## src/rtl/calc_sequencer.sv

```systemverilog
// rtl/calc_sequencer.sv - keypad calculator control sequencer
module calc_sequencer #(
    parameter logic [1:0] ADDR_A    = 2'd0,
    parameter logic [1:0] ADDR_B    = 2'd1,
    parameter logic [1:0] ADDR_R    = 2'd2,
    parameter int         EXEC_WAIT = 1
) (
    input  logic       clk,
    input  logic       rst_n,
    input  logic       key_valid,
    input  logic [3:0] key_code,
    input  logic [2:0] op_sel,
    input  logic       clear,
    input  logic [7:0] alu_result,
    input  logic       alu_zero,
    output logic [1:0] addr_a,
    output logic [1:0] addr_b,
    output logic [1:0] addr_wr,
    output logic [7:0] wr_data,
    output logic       wr_en,
    output logic [2:0] alu_op,
    output logic [7:0] result,
    output logic       result_valid,
    output logic       zero_flag,
    output logic       busy,
    output logic       key_drop
);
    localparam logic [3:0] WAIT_INIT = 4'(EXEC_WAIT);

    typedef enum logic [2:0] {
        S_A_HI, S_A_LO, S_B_HI, S_B_LO, S_EXEC, S_WRBACK, S_DONE
    } state_t;

    state_t     state_q, state_d;
    logic [3:0] nib_q, nib_d, cnt_q, cnt_d;
    logic [1:0] addr_a_q, addr_a_d, addr_b_q, addr_b_d, addr_wr_q, addr_wr_d;
    logic [7:0] wr_data_q, wr_data_d, result_q, result_d;
    logic [2:0] alu_op_q, alu_op_d;
    logic       wr_en_q, wr_en_d, rv_q, rv_d, zero_q, zero_d;
    logic       busy_q, busy_d, kd_q, kd_d;

    always_ff @(posedge clk or negedge rst_n) begin
        if (!rst_n) begin
            state_q   <= S_A_HI;
            nib_q     <= '0;
            cnt_q     <= '0;
            addr_a_q  <= ADDR_R;
            addr_b_q  <= ADDR_B;
            addr_wr_q <= ADDR_A;
            wr_data_q <= '0;
            wr_en_q   <= 1'b0;
            alu_op_q  <= '0;
            result_q  <= '0;
            rv_q      <= 1'b0;
            zero_q    <= 1'b0;
            busy_q    <= 1'b0;
            kd_q      <= 1'b0;
        end else begin
            state_q   <= state_d;
            nib_q     <= nib_d;
            cnt_q     <= cnt_d;
            addr_a_q  <= addr_a_d;
            addr_b_q  <= addr_b_d;
            addr_wr_q <= addr_wr_d;
            wr_data_q <= wr_data_d;
            wr_en_q   <= wr_en_d;
            alu_op_q  <= alu_op_d;
            result_q  <= result_d;
            rv_q      <= rv_d;
            zero_q    <= zero_d;
            busy_q    <= busy_d;
            kd_q      <= kd_d;
        end
    end

    always_comb begin
        state_d   = state_q;
        nib_d     = nib_q;
        cnt_d     = cnt_q;
        addr_a_d  = addr_a_q;
        addr_b_d  = addr_b_q;
        addr_wr_d = addr_wr_q;
        wr_data_d = wr_data_q;
        alu_op_d  = alu_op_q;
        result_d  = result_q;
        zero_d    = zero_q;
        busy_d    = busy_q;
        wr_en_d   = 1'b0;
        rv_d      = 1'b0;
        kd_d      = 1'b0;
        if (clear) begin
            // A key arriving with clear is swallowed silently
            state_d  = S_A_HI;
            busy_d   = 1'b0;
            nib_d    = '0;
            result_d = '0;
            zero_d   = 1'b0;
        end else begin
            case (state_q)
                S_A_HI, S_DONE, S_B_HI: begin
                    if (key_valid) begin
                        nib_d   = key_code;
                        state_d = (state_q == S_B_HI) ? S_B_LO : S_A_LO;
                    end
                end
                S_A_LO: begin
                    if (key_valid) begin
                        wr_en_d   = 1'b1;
                        addr_wr_d = ADDR_A;
                        wr_data_d = {nib_q, key_code};
                        state_d   = S_B_HI;
                    end
                end
                S_B_LO: begin
                    if (key_valid) begin
                        wr_en_d   = 1'b1;
                        addr_wr_d = ADDR_B;
                        wr_data_d = {nib_q, key_code};
                        alu_op_d  = op_sel;
                        addr_a_d  = ADDR_A;
                        addr_b_d  = ADDR_B;
                        busy_d    = 1'b1;
                        cnt_d     = WAIT_INIT;
                        state_d   = S_EXEC;
                    end
                end
                S_EXEC: begin
                    kd_d = key_valid;
                    if (cnt_q == 4'd0) begin
                        result_d  = alu_result;
                        zero_d    = alu_zero;
                        wr_data_d = alu_result;
                        addr_wr_d = ADDR_R;
                        wr_en_d   = 1'b1;
                        rv_d      = 1'b1;
                        state_d   = S_WRBACK;
                    end else begin
                        cnt_d = cnt_q - 4'd1;
                    end
                end
                S_WRBACK: begin
                    kd_d     = key_valid;
                    busy_d   = 1'b0;
                    addr_a_d = ADDR_R;
                    state_d  = S_DONE;
                end
                default: state_d = S_A_HI;
            endcase
        end
    end

    assign addr_a       = addr_a_q;
    assign addr_b       = addr_b_q;
    assign addr_wr      = addr_wr_q;
    assign wr_data      = wr_data_q;
    assign wr_en        = wr_en_q;
    assign alu_op       = alu_op_q;
    assign result       = result_q;
    assign result_valid = rv_q;
    assign zero_flag    = zero_q;
    assign busy         = busy_q;
    assign key_drop     = kd_q;
endmodule

```

## config.mk

```make
export PLATFORM = sky130hd
export DESIGN_NAME = calc_sequencer
export DESIGN_NICKNAME = d
export VERILOG_FILES = /design/src/rtl/calc_sequencer.sv
export SDC_FILE = /design/constraint.sdc
export NUM_CORES = 1
export LEC_CHECK = 0
export CAP_MARGIN = 15
export CORE_AREA = 8 8 72 74
export DETAILED_ROUTE_END_ITERATION = 10
export DIE_AREA = 0 0 80 82
export GPL_ROUTABILITY_DRIVEN = 0
export MAX_ROUTING_LAYER = met4
export PLACE_DENSITY = 0.77
export SKIP_CTS_REPAIR_TIMING = 1
export SLEW_MARGIN = 0
export SYNTH_ARGS = -nofsm -noshare
export SYNTH_HDL_FRONTEND = slang
export SYNTH_SLANG_ARGS = --single-unit
```

## constraint.sdc

```tcl
create_clock -name clk -period 2.5 [get_ports clk]
set_clock_uncertainty 0.2 [all_clocks]
set_input_delay 0.625 -clock clk [delete_from_list [all_inputs] [get_ports clk]]
set_output_delay 0.625 -clock clk [all_outputs]
set_load 0.02 [all_outputs]
```

=== Word-level counts from Yosys, hierarchy flattened ===
Index checks and enable logic that the tools add are counted.

* Mux-type cells: 37
* $add $sub $neg: 1
* Reduce and logical (&&, ||, !) cells: 23
* Bitwise operators: 1
* Equality and inequality tests: 15

{| class="wikitable"
|+ Operators by type and width
! operator !! number
|-
| 8-bit two-way mux || 4
|-
| 4-bit two-way mux || 5
|-
| 8-bit one-hot mux with 2 select lines || 1
|-
| 3-bit two-way mux || 5
|-
| 3-bit one-hot mux with 5 select lines || 1
|-
| 2-bit nonzero test || 7
|-
| 1-bit two-way mux || 12
|-
| 3-bit != test (second input constant) || 4
|-
| 4-bit AND reduction || 3
|-
| 3-bit equality test (second input constant) || 3
|-
| 2-bit two-way mux || 4
|-
| 2-bit != test (second input constant) || 4
|-
| 4-bit one-hot mux with 2 select lines || 1
|-
| 3-bit by 2-bit equality test with 1-bit output (second input constant) || 2
|-
| 2-bit one-hot mux with 3 select lines || 1
|-
| 2-bit AND reduction || 3
|-
| 3-bit AND reduction || 2
|-
| 3-bit nonzero test || 2
|-
| 5-bit AND reduction || 1
|-
| 4-bit zero test || 1
|-
| 1-bit one-hot mux with 2 select lines || 2
|-
| 2-bit one-hot mux with 2 select lines || 1
|-
| 2-bit OR reduction || 2
|-
| 4-bit by 1-bit subtractor with 4-bit output (second input constant) || 1
|-
| other kinds (5) || 5
|}

* Flip-flop bits (word level): 39
* Output and inout bits: 30

=== Logic depth before layout (Yosys ltp) ===
Gate-level depths: netlist of the first run.

* Depth in word-level cells: 5
* Depth in mapped cells: 6

=== Least setup slack after synthesis of the first run ===
No wires, ideal clock.

* Path type: register -> register
* Start: register cnt_q[0]
* End: register wr_data_q[0] (netlist: wr_data[0])
* Setup slack: 0.368 ns
* Buffers on the path: 0
* Stages on the path, launching flop included: 6
* Data arrival time: 1.807 ns
* Cell sequence: dfrtp_1 inv_1 ha_1 or3b_1 o31ai_4 mux2_2

* Word-level cells in the longest chain between the ends: 3

{| class="wikitable"
|+ RTL lines
! element !! RTL line !! RTL
|-
| start, declared || 35 || <nowiki>logic [3:0] nib_q, nib_d, cnt_q, cnt_d;</nowiki>
|-
| start signal, assigned || 61 || <nowiki>cnt_q <= cnt_d;</nowiki>
|-
| 4-bit zero test || 129 || <nowiki>if (cnt_q == 4'd0) begin</nowiki>
|-
| 2-bit != test (no line) || n/a ||
|-
| 4-bit AND reduction (no line) || n/a ||
|-
| end signal, assigned || 65 || <nowiki>wr_data_q <= wr_data_d;</nowiki>
|-
| end, declared || 37 || <nowiki>logic [7:0] wr_data_q, wr_data_d, result_q, result_d;</nowiki>
|}

Every way passes these cells.
A chain may end at the register's enable or synchronous reset.

=== Final worst setup path of the first run ===
* Start: register addr_a_q[1] (netlist: addr_a[1])
* End: output port addr_a[1]

{| class="wikitable"
|+ RTL lines
! element !! RTL line !! RTL
|-
| start, declared || 36 || <nowiki>logic [1:0] addr_a_q, addr_a_d, addr_b_q, addr_b_d, addr_wr_q, addr_wr_d;</nowiki>
|-
| start signal, assigned || 62 || <nowiki>addr_a_q <= addr_a_d;</nowiki>
|-
| end, declared || 16 || <nowiki>output logic [1:0] addr_a,</nowiki>
|}

No word-level cell between the ends.

==> key figures, run 1 <==
Synth
  – Mapped Cells: between 150 and 200
  – Library cells used by synthesis: 37
  – Count of synthesis-stage warnings from yosys: 0
  – Share of the yosys chip area belonging to registers: 0.515
  – Summed instance area of the synthesized netlist: 0.00185 sq mm
  – Post-synthesis average cell area: approximately 10 sq um
  – Flip-flop and latch count after synthesis: 38

Global routing
  – Pin count of the biggest net entering global routing: 28
  – Number of antenna violations at the first check in global routing: 0
  – GRT overflow: 0
  – Global routing usage summed across all routing layers: 0.147
  – Vias in the first global route: ~1500
  – Global-route wire length before repair: around 7.4 mm

Routing
  – Vias/cell: 5.32
  – Remaining design rule violation count: 0
  – First-pass detailed-route iteration total: 4
  – Routed WL per cell: 15.5 um
  – ANT nets after route: 0
  – Total via count after detailed routing: 1500
  – Post-Route WL: about 4.4 mm
  – DRT iter0 DRCs: 86

Cells and area
  – ANT cells: 0
  – Layout overhead on the synthesized area: 36.0%
  – Non-filler instance count after layout: approximately 280
  – Util after Layout: 0.607
  – Area of all placed cells without fillers: 0.00252 sq mm
  – Fraction of final layout cells sized beyond drive strength 1: 0.200
  – Fin nets: 251

Timing
  – Unrepaired setup endpoints after global routing: no
  – Peak Freq: approximately 440 MHz
  – Endpoints failing setup: 0
  – Shortest period the worst path allows: about 2300 ps
  – Part of the cycle the worst path needs: 0.903
  – Final Hold Viols: 0
  – Worst slack on hold paths: ~65 ps
  – Final Slew Violations: 0
  – Setup TNS Final: 0 ps
  – Least setup slack across all paths after layout: roughly 240 ps

Clocking
  – Worst-path clk slew: around 70 ps
  – CTS H-tree depth: 2
  – Clock insertion delay at the later pin of the skew report: approximately 290 ps
  – Clock root cell: sky130_fd_sc_hd__clkbuf_8
  – CTS tree: done
  – Clock Tree Buf Depth: 2
  – CTS Buf Count: 5
  – Clock sink total: 38

Power and ir drop
  – Reported net switching power: ~0.47 mW
  – Ratio of total power to cell area: around 640 mW/mm^2
  – Power share of the combinational group: 0.278
  – Worst vdd rail ir drop: ~0.00035 V
  – Share of power burned in registers: 0.456
  – Standby leakage power: roughly 1.0 nW
  – Proportion of total power due to net switching: 0.292
  – Relative contribution of the clock network to total power: 0.266
  – Internal Power: 1.15 mW
  – Total power draw: between 1.5 and 2 mW

Setup path
  – Nature of the critical path startpoint: flip-flop
  – CP arrival: 1430 ps
  – Critical-path maximum fanout: 3
  – Number of gates on the worst path with buffers counted: 1
  – Worst Setup End Kind: output port
  – Count of buffer and inverter cells on the critical path: 1
  – Worst path cell trace: clkdlybuf4s50_1
  – Worst R2R Path Depth: 6
  – Slowest Stage Delay on Critical Path: ~600 ps
  – Required time at the worst-slack endpoint: roughly 1700 ps
  – Critical path class: flip-flop to output port
  – Worst-path cell with the longest stage delay: sky130_fd_sc_hd__clkdlybuf4s50_1
  – CP top delay family: buffers and inverters

Floorplan
  – Initial core utilization: 0.447
  – Die area: 0.00656 sq mm
  – Die boundary width: around 80 um
  – Core area: around 0.0041 sq mm
  – Cell Rows: 24
  – # IOs: 50
  – Die Y: between 80 and 90 um

Run status
  – Outcome: finished, final reports clean

Flow run
  – Max Cap Viol: 0

Place
  – Count of input and output buffers: 46
  – Area after DPL: roughly 0.0024 sq mm
  – Pre-CTS setup slack: approximately 130 ps
  – Post-placement cell count: 274
  – Dpl hpwl: approximately 3.3 mm

Hold path
  – Type of the worst min-delay path: input pin to asynchronous set/reset pin
synth_stat cells:
library cell,count,area [sq um]
sky130_fd_sc_hd__a2111oi_0,1,8.76
sky130_fd_sc_hd__a21boi_0,1,7.51
sky130_fd_sc_hd__a21o_1,2,15.0
sky130_fd_sc_hd__a21oi_1,19,95.1
sky130_fd_sc_hd__a31oi_1,1,6.26
sky130_fd_sc_hd__and3_1,2,12.5
sky130_fd_sc_hd__buf_1,1,3.75
sky130_fd_sc_hd__buf_2,1,5.00
sky130_fd_sc_hd__buf_4,3,22.5
sky130_fd_sc_hd__clkbuf_1,11,41.3
sky130_fd_sc_hd__conb_1,2,7.51
sky130_fd_sc_hd__dfrtp_1,37,926
sky130_fd_sc_hd__dfstp_2,1,26.3
sky130_fd_sc_hd__ha_1,2,25.0
sky130_fd_sc_hd__inv_1,4,15.0
sky130_fd_sc_hd__mux2_2,19,214
sky130_fd_sc_hd__nand2_1,6,22.5
sky130_fd_sc_hd__nand2b_1,4,25.0
sky130_fd_sc_hd__nand3_1,14,70.1
sky130_fd_sc_hd__nand4b_1,2,17.5
sky130_fd_sc_hd__nand4bb_1,1,11.3
sky130_fd_sc_hd__nor2_1,4,15.0
sky130_fd_sc_hd__nor2b_1,3,18.8
sky130_fd_sc_hd__nor3_1,1,5.00
sky130_fd_sc_hd__nor3b_1,2,15.0
sky130_fd_sc_hd__nor4_1,2,12.5
sky130_fd_sc_hd__o211ai_1,2,15.0
sky130_fd_sc_hd__o21ai_0,18,90.1
sky130_fd_sc_hd__o21bai_1,1,7.51
sky130_fd_sc_hd__o221ai_1,1,8.76
sky130_fd_sc_hd__o22a_1,1,8.76
sky130_fd_sc_hd__o31ai_4,1,21.3
sky130_fd_sc_hd__o32a_1,1,10.0
sky130_fd_sc_hd__or2_2,2,12.5
sky130_fd_sc_hd__or3_1,1,6.26
sky130_fd_sc_hd__or3b_1,2,17.5
sky130_fd_sc_hd__xnor2_1,1,8.76
cells in the final DEF (no fill, tap or decap), types with 2 or more instances in the layout:
cell type / netlist / final
sky130_fd_sc_hd__a21o_1: 2 / 2
sky130_fd_sc_hd__o211ai_1: 2 / 2
sky130_fd_sc_hd__mux2_2: 19 / 19
sky130_fd_sc_hd__buf_4: 3 / 13
sky130_fd_sc_hd__nor2b_1: 3 / 3
sky130_fd_sc_hd__clkdlybuf4s50_1: 0 / 45
sky130_fd_sc_hd__nand2b_1: 4 / 4
sky130_fd_sc_hd__nand3_1: 14 / 14
sky130_fd_sc_hd__ha_1: 2 / 2
sky130_fd_sc_hd__nand4b_1: 2 / 2
sky130_fd_sc_hd__nor4_1: 2 / 2
sky130_fd_sc_hd__conb_1: 2 / 3
sky130_fd_sc_hd__or2_2: 2 / 2
sky130_fd_sc_hd__clkbuf_8: 0 / 6
sky130_fd_sc_hd__o21ai_0: 18 / 18
sky130_fd_sc_hd__inv_1: 4 / 4
sky130_fd_sc_hd__nor2_1: 4 / 4
sky130_fd_sc_hd__a21oi_1: 19 / 19
sky130_fd_sc_hd__dfrtp_1: 37 / 37
sky130_fd_sc_hd__nand2_1: 6 / 6
sky130_fd_sc_hd__and3_1: 2 / 2
sky130_fd_sc_hd__or3b_1: 2 / 2
logic make-up (layout without fill, tap and decap cells):
kind of cell / count (synthesis) / after routing / share of synthesized area
simple gates: 46 / 46 / 0.141
buf+inv: 20 / 72 / 0.0473
fa+ha+maj: 2 / 2 / 0.0135
compound gates: 49 / 49 / 0.159
mux: 19 / 19 / 0.116
other cells: 2 / 3 / 0.00406
xor+xnor: 1 / 1 / 0.00473
flops: 38 / 38 / 0.515
registers in the layout (all words and copies together), names as in the netlist, 2 cells and up:
signal and count:
result 8, wr_data 8, cnt_q 4, nib_q 4, alu_op 3, state_q 3, addr_wr 2
cell type report:
type,count,area [sq um]
Sequential cell,38,952
Fill cell,377,1630
Tap cell,52,65.1
Clock inverter,1,5.00
Multi-Input combinational cell,120,820
Inverter,4,15.0
Timing Repair Buffer,60,573
Clock buffer,7,86.3
path summary, 6_finish.rpt:
path / start / end / slack (ps)
min in group clk: addr_wr[1] / addr_wr[1] / 290
min reg2reg: addr_wr[1] / addr_wr[1] / 290
max in group asynchronous: rst_n / addr_a[1] / 1470
max reg2reg: cnt_q[0] / wr_data[5] / 270
min: rst_n / result[5] / 60
max: addr_a[1] / addr_a[1] / 240
layer usage:
metal	global-route usage	share of wire	vias to the layer above
met3	0.0361	0.055	7
met2	0.232	0.48	39
met1	0.172	0.45	727
li1	-	-	727
met5	-	0	-
met4	0.0673	0.020	0
power by group through the flow:
stage	clock network, mW	registers, mW	logic [mW]
CTS	0.444	0.741	0.456
detailed placement	0	0.750	0.455
floorplan	0	0.816	0.174
finish	0.431	0.739	0.450
global placement	0	0.751	0.442
global route	0.474	0.751	0.487
Power figures use the tool's default switching activity.
==> run 2, diff against run 1 <==
ABC_AREA = 1   (was not set)
CORE_AREA = 8 8 73 75   (was 8 8 72 74)
DIE_AREA = 0 0 81 83   (was 0 0 80 82)
==> run 2 against run 1 <==
Non-clock buffer count decreased by 12. Combinational power decreased by 11%. Sequential share of layout area decreased by 0.43 points. Core utilization decreased by 0.18 points. Highest routed layer unchanged. Critical path type unchanged. Synthesized cell count increased by 35%. Die area increased by 2.5%. Routed wire length decreased by 2.2%. Sequential power decreased by 3.1%.
==> key figures, run 2 <==
Synth
  – Post-synthesis average cell area: 8.20 sq um (-22%)
  – Number of enable flip-flop cells after synthesis: 0 (unchanged)
  – Primary flip-flop cell chosen by synthesis mapping: sky130_fd_sc_hd__dfrtp_1
  – Share of the synthesized area in the top cell type: 0.473 (-0.0278)
  – Summed instance area of the synthesized netlist: 0.00196 sq mm (+5.9%)
  – Synth top area cells: sky130_fd_sc_hd__dfrtp_1 (47%), sky130_fd_sc_hd__nand2_1 (19%), sky130_fd_sc_hd__nand3_1 (4.6%)
  – Top cell types by occurrence after synthesis: sky130_fd_sc_hd__nand2_1 (100), sky130_fd_sc_hd__dfrtp_1 (37), sky130_fd_sc_hd__nand3_1 (18)
  – Mapped Cells: 239 (+35%)
  – Count of synthesis-stage warnings from yosys: 0 (unchanged)
  – Library cells used by synthesis: 29 (-22%)
  – Async set-or-reset flop fraction in the synthesized netlist: 1.00 (unchanged)
  – Share of the yosys chip area belonging to registers: 0.486 (-0.0286)
  – Most instantiated library cell after synthesis: sky130_fd_sc_hd__nand2_1
  – Cell taking the most area after synthesis: sky130_fd_sc_hd__dfrtp_1
  – Flip-flop and latch count after synthesis: 38 (unchanged)

Timing
  – Setup TNS Final: 0 ps (unchanged)
  – Unrepaired setup endpoints after global routing: no
  – Endpoints failing setup: 0 (unchanged)
  – Peak Freq: 445 MHz (+0.59%)
  – Shortest period the worst path allows: 2250 ps (-13.4 ps)
  – Worst slack on hold paths: 178 ps (+113 ps)
  – Final Hold Viols: 0 (unchanged)
  – Part of the cycle the worst path needs: 0.898 (-0.00534)
  – Final Slew Violations: 0 (unchanged)
  – Least setup slack across all paths after layout: 255 ps (+13.4 ps)

Floorplan
  – Cell Rows: 24 (unchanged)
  – Die area: 0.00672 sq mm (+2.5%)
  – Core area: 0.00420 sq mm (+1.4%)
  – Die boundary width: 81 um (+1.3%)
  – # IOs: 50 (unchanged)
  – Die Y: 83 um (+1.2%)
  – Initial core utilization: 0.466 (+0.0195)

Global routing
  – Global routing usage summed across all routing layers: 0.133 (-0.0132)
  – Global-route wire length before repair: 7.05 mm (-4.2%)
  – Pin count of the biggest net entering global routing: 39 (+39%)
  – Number of antenna violations at the first check in global routing: 0 (unchanged)
  – GRT overflow: 0 (unchanged)
  – Vias in the first global route: 1569 (+2.2%)

Setup path
  – Critical-path maximum fanout: 2 (-1)
  – Worst path cell trace: clkdlybuf4s50_1
  – CP arrival: 1420 ps (about the same)
  – Slowest Stage Delay on Critical Path: 600 ps (about the same)
  – Worst Setup End Kind: output port
  – Required time at the worst-slack endpoint: 1670 ps (about the same)
  – Critical path class: flip-flop to output port
  – Worst-path cell with the longest stage delay: sky130_fd_sc_hd__clkdlybuf4s50_1
  – Nature of the critical path startpoint: flip-flop
  – Count of buffer and inverter cells on the critical path: 1 (unchanged)
  – CP top delay family: buffers and inverters

Place
  – Dpl hpwl: 3.32 mm (+1.1%)
  – Count of input and output buffers: 46 (unchanged)
  – Pre-CTS setup slack: 313 ps (+184 ps)

Routing
  – DRT iter0 DRCs: 87 (+1.2%)
  – Total via count after detailed routing: 1608 (+7.2%)
  – Vias/cell: 4.76 (-11%)
  – Routed WL per cell: 12.7 um (-18%)
  – Post-Route WL: 4.29 mm (-2.2%)
  – ANT nets after route: 0 (unchanged)
  – First-pass detailed-route iteration total: 4 (unchanged)
  – Remaining design rule violation count: 0 (unchanged)

Clocking
  – Worst-path clk slew: 80 ps (about the same)
  – CTS Buf Count: 5 (unchanged)
  – Clock insertion delay at the later pin of the skew report: 290 ps (about the same)
  – Clock Tree Buf Depth: 2 (unchanged)
  – Clock root cell: sky130_fd_sc_hd__clkbuf_8
  – Clock sink total: 38 (unchanged)
  – CTS H-tree depth: 2 (unchanged)
  – CTS tree: done

Cells and area
  – Leading cell type in the layout, fill and taps excluded: sky130_fd_sc_hd__nand2_1
  – Most frequent cells in the layout: sky130_fd_sc_hd__nand2_1 (100), sky130_fd_sc_hd__clkdlybuf4s50_1 (45), sky130_fd_sc_hd__dfrtp_1 (37)
  – Fraction of final layout cells sized beyond drive strength 1: 0.147 (-0.0531)
  – ANT cells: 0 (unchanged)
  – Layout overhead on the synthesized area: 29.9%
  – Fin nets: 307 (+22%)

Power and ir drop
  – Standby leakage power: 1.30 nW (+24%)
  – Worst vdd rail ir drop: 0.000308 V (-12%)
  – Ratio of total power to cell area: 681 mW/mm^2 (+5.7%)
  – Total power draw: 1.73 mW (+6.9%)

Flow run
  – Max Cap Viol: 0 (unchanged)

Run status
  – Outcome: finished, final reports clean

Hold path
  – Type of the worst min-delay path: input pin to asynchronous set/reset pin
==> run 2: changes by cell type after synthesis, moves of 5 or more <==
| cell | before | now |
|---|---|---|
| sky130_fd_sc_hd__mux2_2 | 19 | 0 |
| sky130_fd_sc_hd__o21ai_0 | 18 | 3 |
| sky130_fd_sc_hd__nand2_1 | 6 | 100 |
| sky130_fd_sc_hd__o21ai_1 | 0 | 8 |
| sky130_fd_sc_hd__a21oi_1 | 19 | 1 |
| sky130_fd_sc_hd__nand2_2 | 0 | 5 |
| sky130_fd_sc_hd__clkbuf_1 | 11 | 0 |
| sky130_fd_sc_hd__o21ai_2 | 0 | 8 |
| sky130_fd_sc_hd__inv_1 | 4 | 16 |
| sky130_fd_sc_hd__nor2_2 | 0 | 6 |
==> run 2: layer usage <==
| metal | wire (um) | vias up | GRT usage |
|---|---|---|---|
| li1 | - | 827 | - |
| met1 | 1820 | 723 | 0.157 |
| met2 | 2030 | 51 | 0.207 |
| met3 | 367 | 7 | 0.0474 |
| met4 | 75 | 0 | 0.0423 |
| met5 | 0 | - | - |
==> run 2: worst paths after layout <==
check | startpoint | end | slack [ps] | cells after the start
max in group asynchronous | rst_n | addr_a[1] | 1570 | 2
worst max register to register | state_q[0] | zero_flag | 740 | 6
worst min register to register | wr_data[4] | wr_data[4] | 270 | 2
worst max-delay path | addr_a[1] | addr_a[1] | 250 | 1
min in group clk | wr_data[4] | wr_data[4] | 270 | 2
worst min-delay path | rst_n | nib_q[2] | 180 | 2
==> run 2: per-stage QoR <==
stage	cell area (sq um)	cells	util
finish	2540	338	0.605
global route	2540	338	0.605
CTS	2540	338	0.605
detailed placement	2410	330	0.573
global placement	2410	330	0.573
floorplan	1960	240	-
==> run 2: layout make-up <==
type | instances | area [sq um]
clock inverter | 3 | 68.8
inverter | 20 | 82.6
sequential | 38 | 952
timing repair buffer | 48 | 470
multi-input combinational | 172 | 837
fill | 382 | 1660
tap | 52 | 65.1
clock buffer | 5 | 68.8
==> run 2: logic make-up (layout without fill, tap and decap cells) <==
group                    count (synthesis)  in the layout  synth area share
flip-flops                              38             38             0.486
other                                    2              3           0.00383
adder cells (fa/ha/maj)                  2              2            0.0128
buffers and inverters                   30             76            0.0888
AND/OR/NAND/NOR                        144            144             0.330
AO/OA/AOI/OAI                           22             22            0.0747
XOR/XNOR                                 1              1           0.00447
==> run 2: where the power goes <==
part	leakage, nW	switching (mW)	internal [mW]
Sequential	0.512	0.0388	0.678
Clock	0.0683	0.216	0.400
Combinational	0.722	0.226	0.174
Total	1.30	0.481	1.25
==> run 3, diff against run 2 <==
CORE_AREA = 2 2 67 69   (was 8 8 73 75)
DIE_AREA = 0 0 69 71   (was 0 0 81 83)
==> run 3 against run 2 <==
Worst hold slack gained 58 ps. Routed wire length shrank 5.6%. Core utilization is 1.1 points lower. Critical path depth is the same. First-iteration DRC count is 56% higher.
==> key figures, run 3 (synthesized netlist as in run 2, its figures left out) <==
Routing
  – DRT iter0 DRCs: 136 (+56%)
  – Post-Route WL: 4.05 mm (-5.6%)
  – Total via count after detailed routing: 1599 (-0.56%)
  – Remaining design rule violation count: 0 (unchanged)
  – Vias/cell: 4.73 (-0.56%)
  – Routed WL per cell: 12.0 um (-5.6%)
  – ANT nets after route: 0 (unchanged)
  – First-pass detailed-route iteration total: 4 (unchanged)

Cells and area
  – Most frequent cells in the layout: sky130_fd_sc_hd__nand2_1 (100), sky130_fd_sc_hd__clkdlybuf4s50_1 (45), sky130_fd_sc_hd__dfrtp_1 (37)
  – Util after Layout: 0.594 (-0.0110)
  – ANT cells: 0 (unchanged)
  – Fraction of final layout cells sized beyond drive strength 1: 0.143 (-0.00350)
  – Area of all placed cells without fillers: 0.00250 sq mm (-1.8%)
  – Non-filler instance count after layout: 338 (unchanged)
  – Layout overhead on the synthesized area: 27.5%
  – Leading cell type in the layout, fill and taps excluded: sky130_fd_sc_hd__nand2_1
  – Fin nets: 307 (unchanged)

Setup path
  – Worst path cell trace: clkdlybuf4s50_1
  – Slowest Stage Delay on Critical Path: 600 ps (about the same)
  – CP top delay family: buffers and inverters
  – Count of buffer and inverter cells on the critical path: 1 (unchanged)
  – CP arrival: 1430 ps (about the same)
  – Worst-path cell with the longest stage delay: sky130_fd_sc_hd__clkdlybuf4s50_1
  – Required time at the worst-slack endpoint: 1670 ps (about the same)
  – Nature of the critical path startpoint: flip-flop
  – Critical path class: flip-flop to output port
  – Critical-path maximum fanout: 2 (unchanged)
  – Worst Setup End Kind: output port

Power and ir drop
  – Worst vdd rail ir drop: 0.000332 V (+7.8%)
  – Standby leakage power: 1.28 nW (-1.5%)
  – Total power draw: 1.55 mW (-10%)
  – Ratio of total power to cell area: 621 mW/mm^2 (-8.8%)

Clocking
  – Clock root cell: sky130_fd_sc_hd__clkbuf_8
  – Clock insertion delay at the later pin of the skew report: 290 ps (about the same)
  – CTS H-tree depth: 2 (unchanged)
  – Worst-path clk slew: 80 ps (about the same)
  – CTS tree: done
  – CTS Buf Count: 5 (unchanged)
  – Clock sink total: 38 (unchanged)
  – Clock Tree Buf Depth: 2 (unchanged)

Floorplan
  – Initial core utilization: 0.466 (unchanged)
  – Core area: 0.00420 sq mm (unchanged)
  – Cell Rows: 24 (unchanged)
  – # IOs: 50 (unchanged)
  – Die area: 0.00490 sq mm (-27%)
  – Die Y: 71 um (-14%)
  – Die boundary width: 69 um (-15%)

Timing
  – Slew of the pin with the lowest slew margin: approximately 830 ps
  – Part of the cycle the worst path needs: 0.903 (+0.00484)
  – Max_slew headroom: 0.450
  – Final Slew Violations: 0 (unchanged)
  – Final Hold Viols: 0 (unchanged)
  – Peak Freq: 443 MHz (-0.54%)
  – Setup TNS Final: 0 ps (unchanged)
  – Shortest period the worst path allows: 2260 ps (+12.1 ps)
  – Endpoints failing setup: 0 (unchanged)
  – Unrepaired setup endpoints after global routing: no

Global routing
  – Number of antenna violations at the first check in global routing: 0 (unchanged)
  – GRT overflow: 0 (unchanged)
  – Pin count of the biggest net entering global routing: 39 (unchanged)
  – Vias in the first global route: 1515 (-3.4%)
  – Global-route wire length before repair: 7.10 mm (+0.69%)
  – Global routing usage summed across all routing layers: 0.187 (+0.0537)

Run status
  – Outcome: finished, final reports clean

Hold path
  – Type of the worst min-delay path: input pin to asynchronous set/reset pin

Flow run
  – Max Cap Viol: 0 (unchanged)

Place
  – Area after DPL: 0.00241 sq mm (unchanged)
  – Post-placement cell count: 330 (unchanged)
  – Count of input and output buffers: 46 (unchanged)
  – Dpl hpwl: 3.05 mm (-8.4%)
## run 3: worst register-to-register path, stage by stage, from the launching register on
cell,delay (ps)
sky130_fd_sc_hd__dfrtp_1,590
sky130_fd_sc_hd__clkinv_4,130
sky130_fd_sc_hd__nand3_4,210
sky130_fd_sc_hd__nor2_4,80
sky130_fd_sc_hd__nor2_2,300
sky130_fd_sc_hd__nand2_1,130
sky130_fd_sc_hd__o21ai_2,70
## run 3: final timing paths
path                            start            to  slack [ps]  cells after the start
max                         addr_a[1]     addr_a[1]         240                      1
min                             rst_n  result_valid         240                      1
max reg2reg                state_q[0]     result[6]         720                      6
min reg2reg                wr_data[2]    wr_data[2]         280                      2
max in group asynchronous       rst_n    wr_data[1]        1350                      1
min in group clk           wr_data[2]    wr_data[2]         280                      2
## run 3: stage by stage
stage	hold WS [ps]	worst slack, ps
2_1_floorplan	129	871
3_3_place_gp	257	386
3_5_place_dp	262	370
4_1_cts	265	239
5_1_grt	298	218
6_report	236	243
## run 3: report_power, final
part	total, mW	internal [mW]	switching (mW)
Clock	0.436	0.223	0.214
Sequential	0.718	0.678	0.0404
Combinational	0.397	0.174	0.223
Total	1.55	1.07	0.477
## run 3: area by class of cell
class | instances | area (sq um)
fill | 392 | 1710
sequential | 38 | 952
multi-input combinational | 172 | 837
timing repair buffer | 48 | 470
clock buffer | 7 | 86.3
inverter | 20 | 82.6
tap | 52 | 65.1
clock inverter | 1 | 5.00
## run 3: metal layers
layer  vias to the layer above  share of wire  track usage
met5                         -              0            -
met4                         0          0.011       0.0392
met3                         6          0.050       0.0484
met2                        47           0.48        0.290
met1                       716           0.46        0.251
li1                        830              -            -
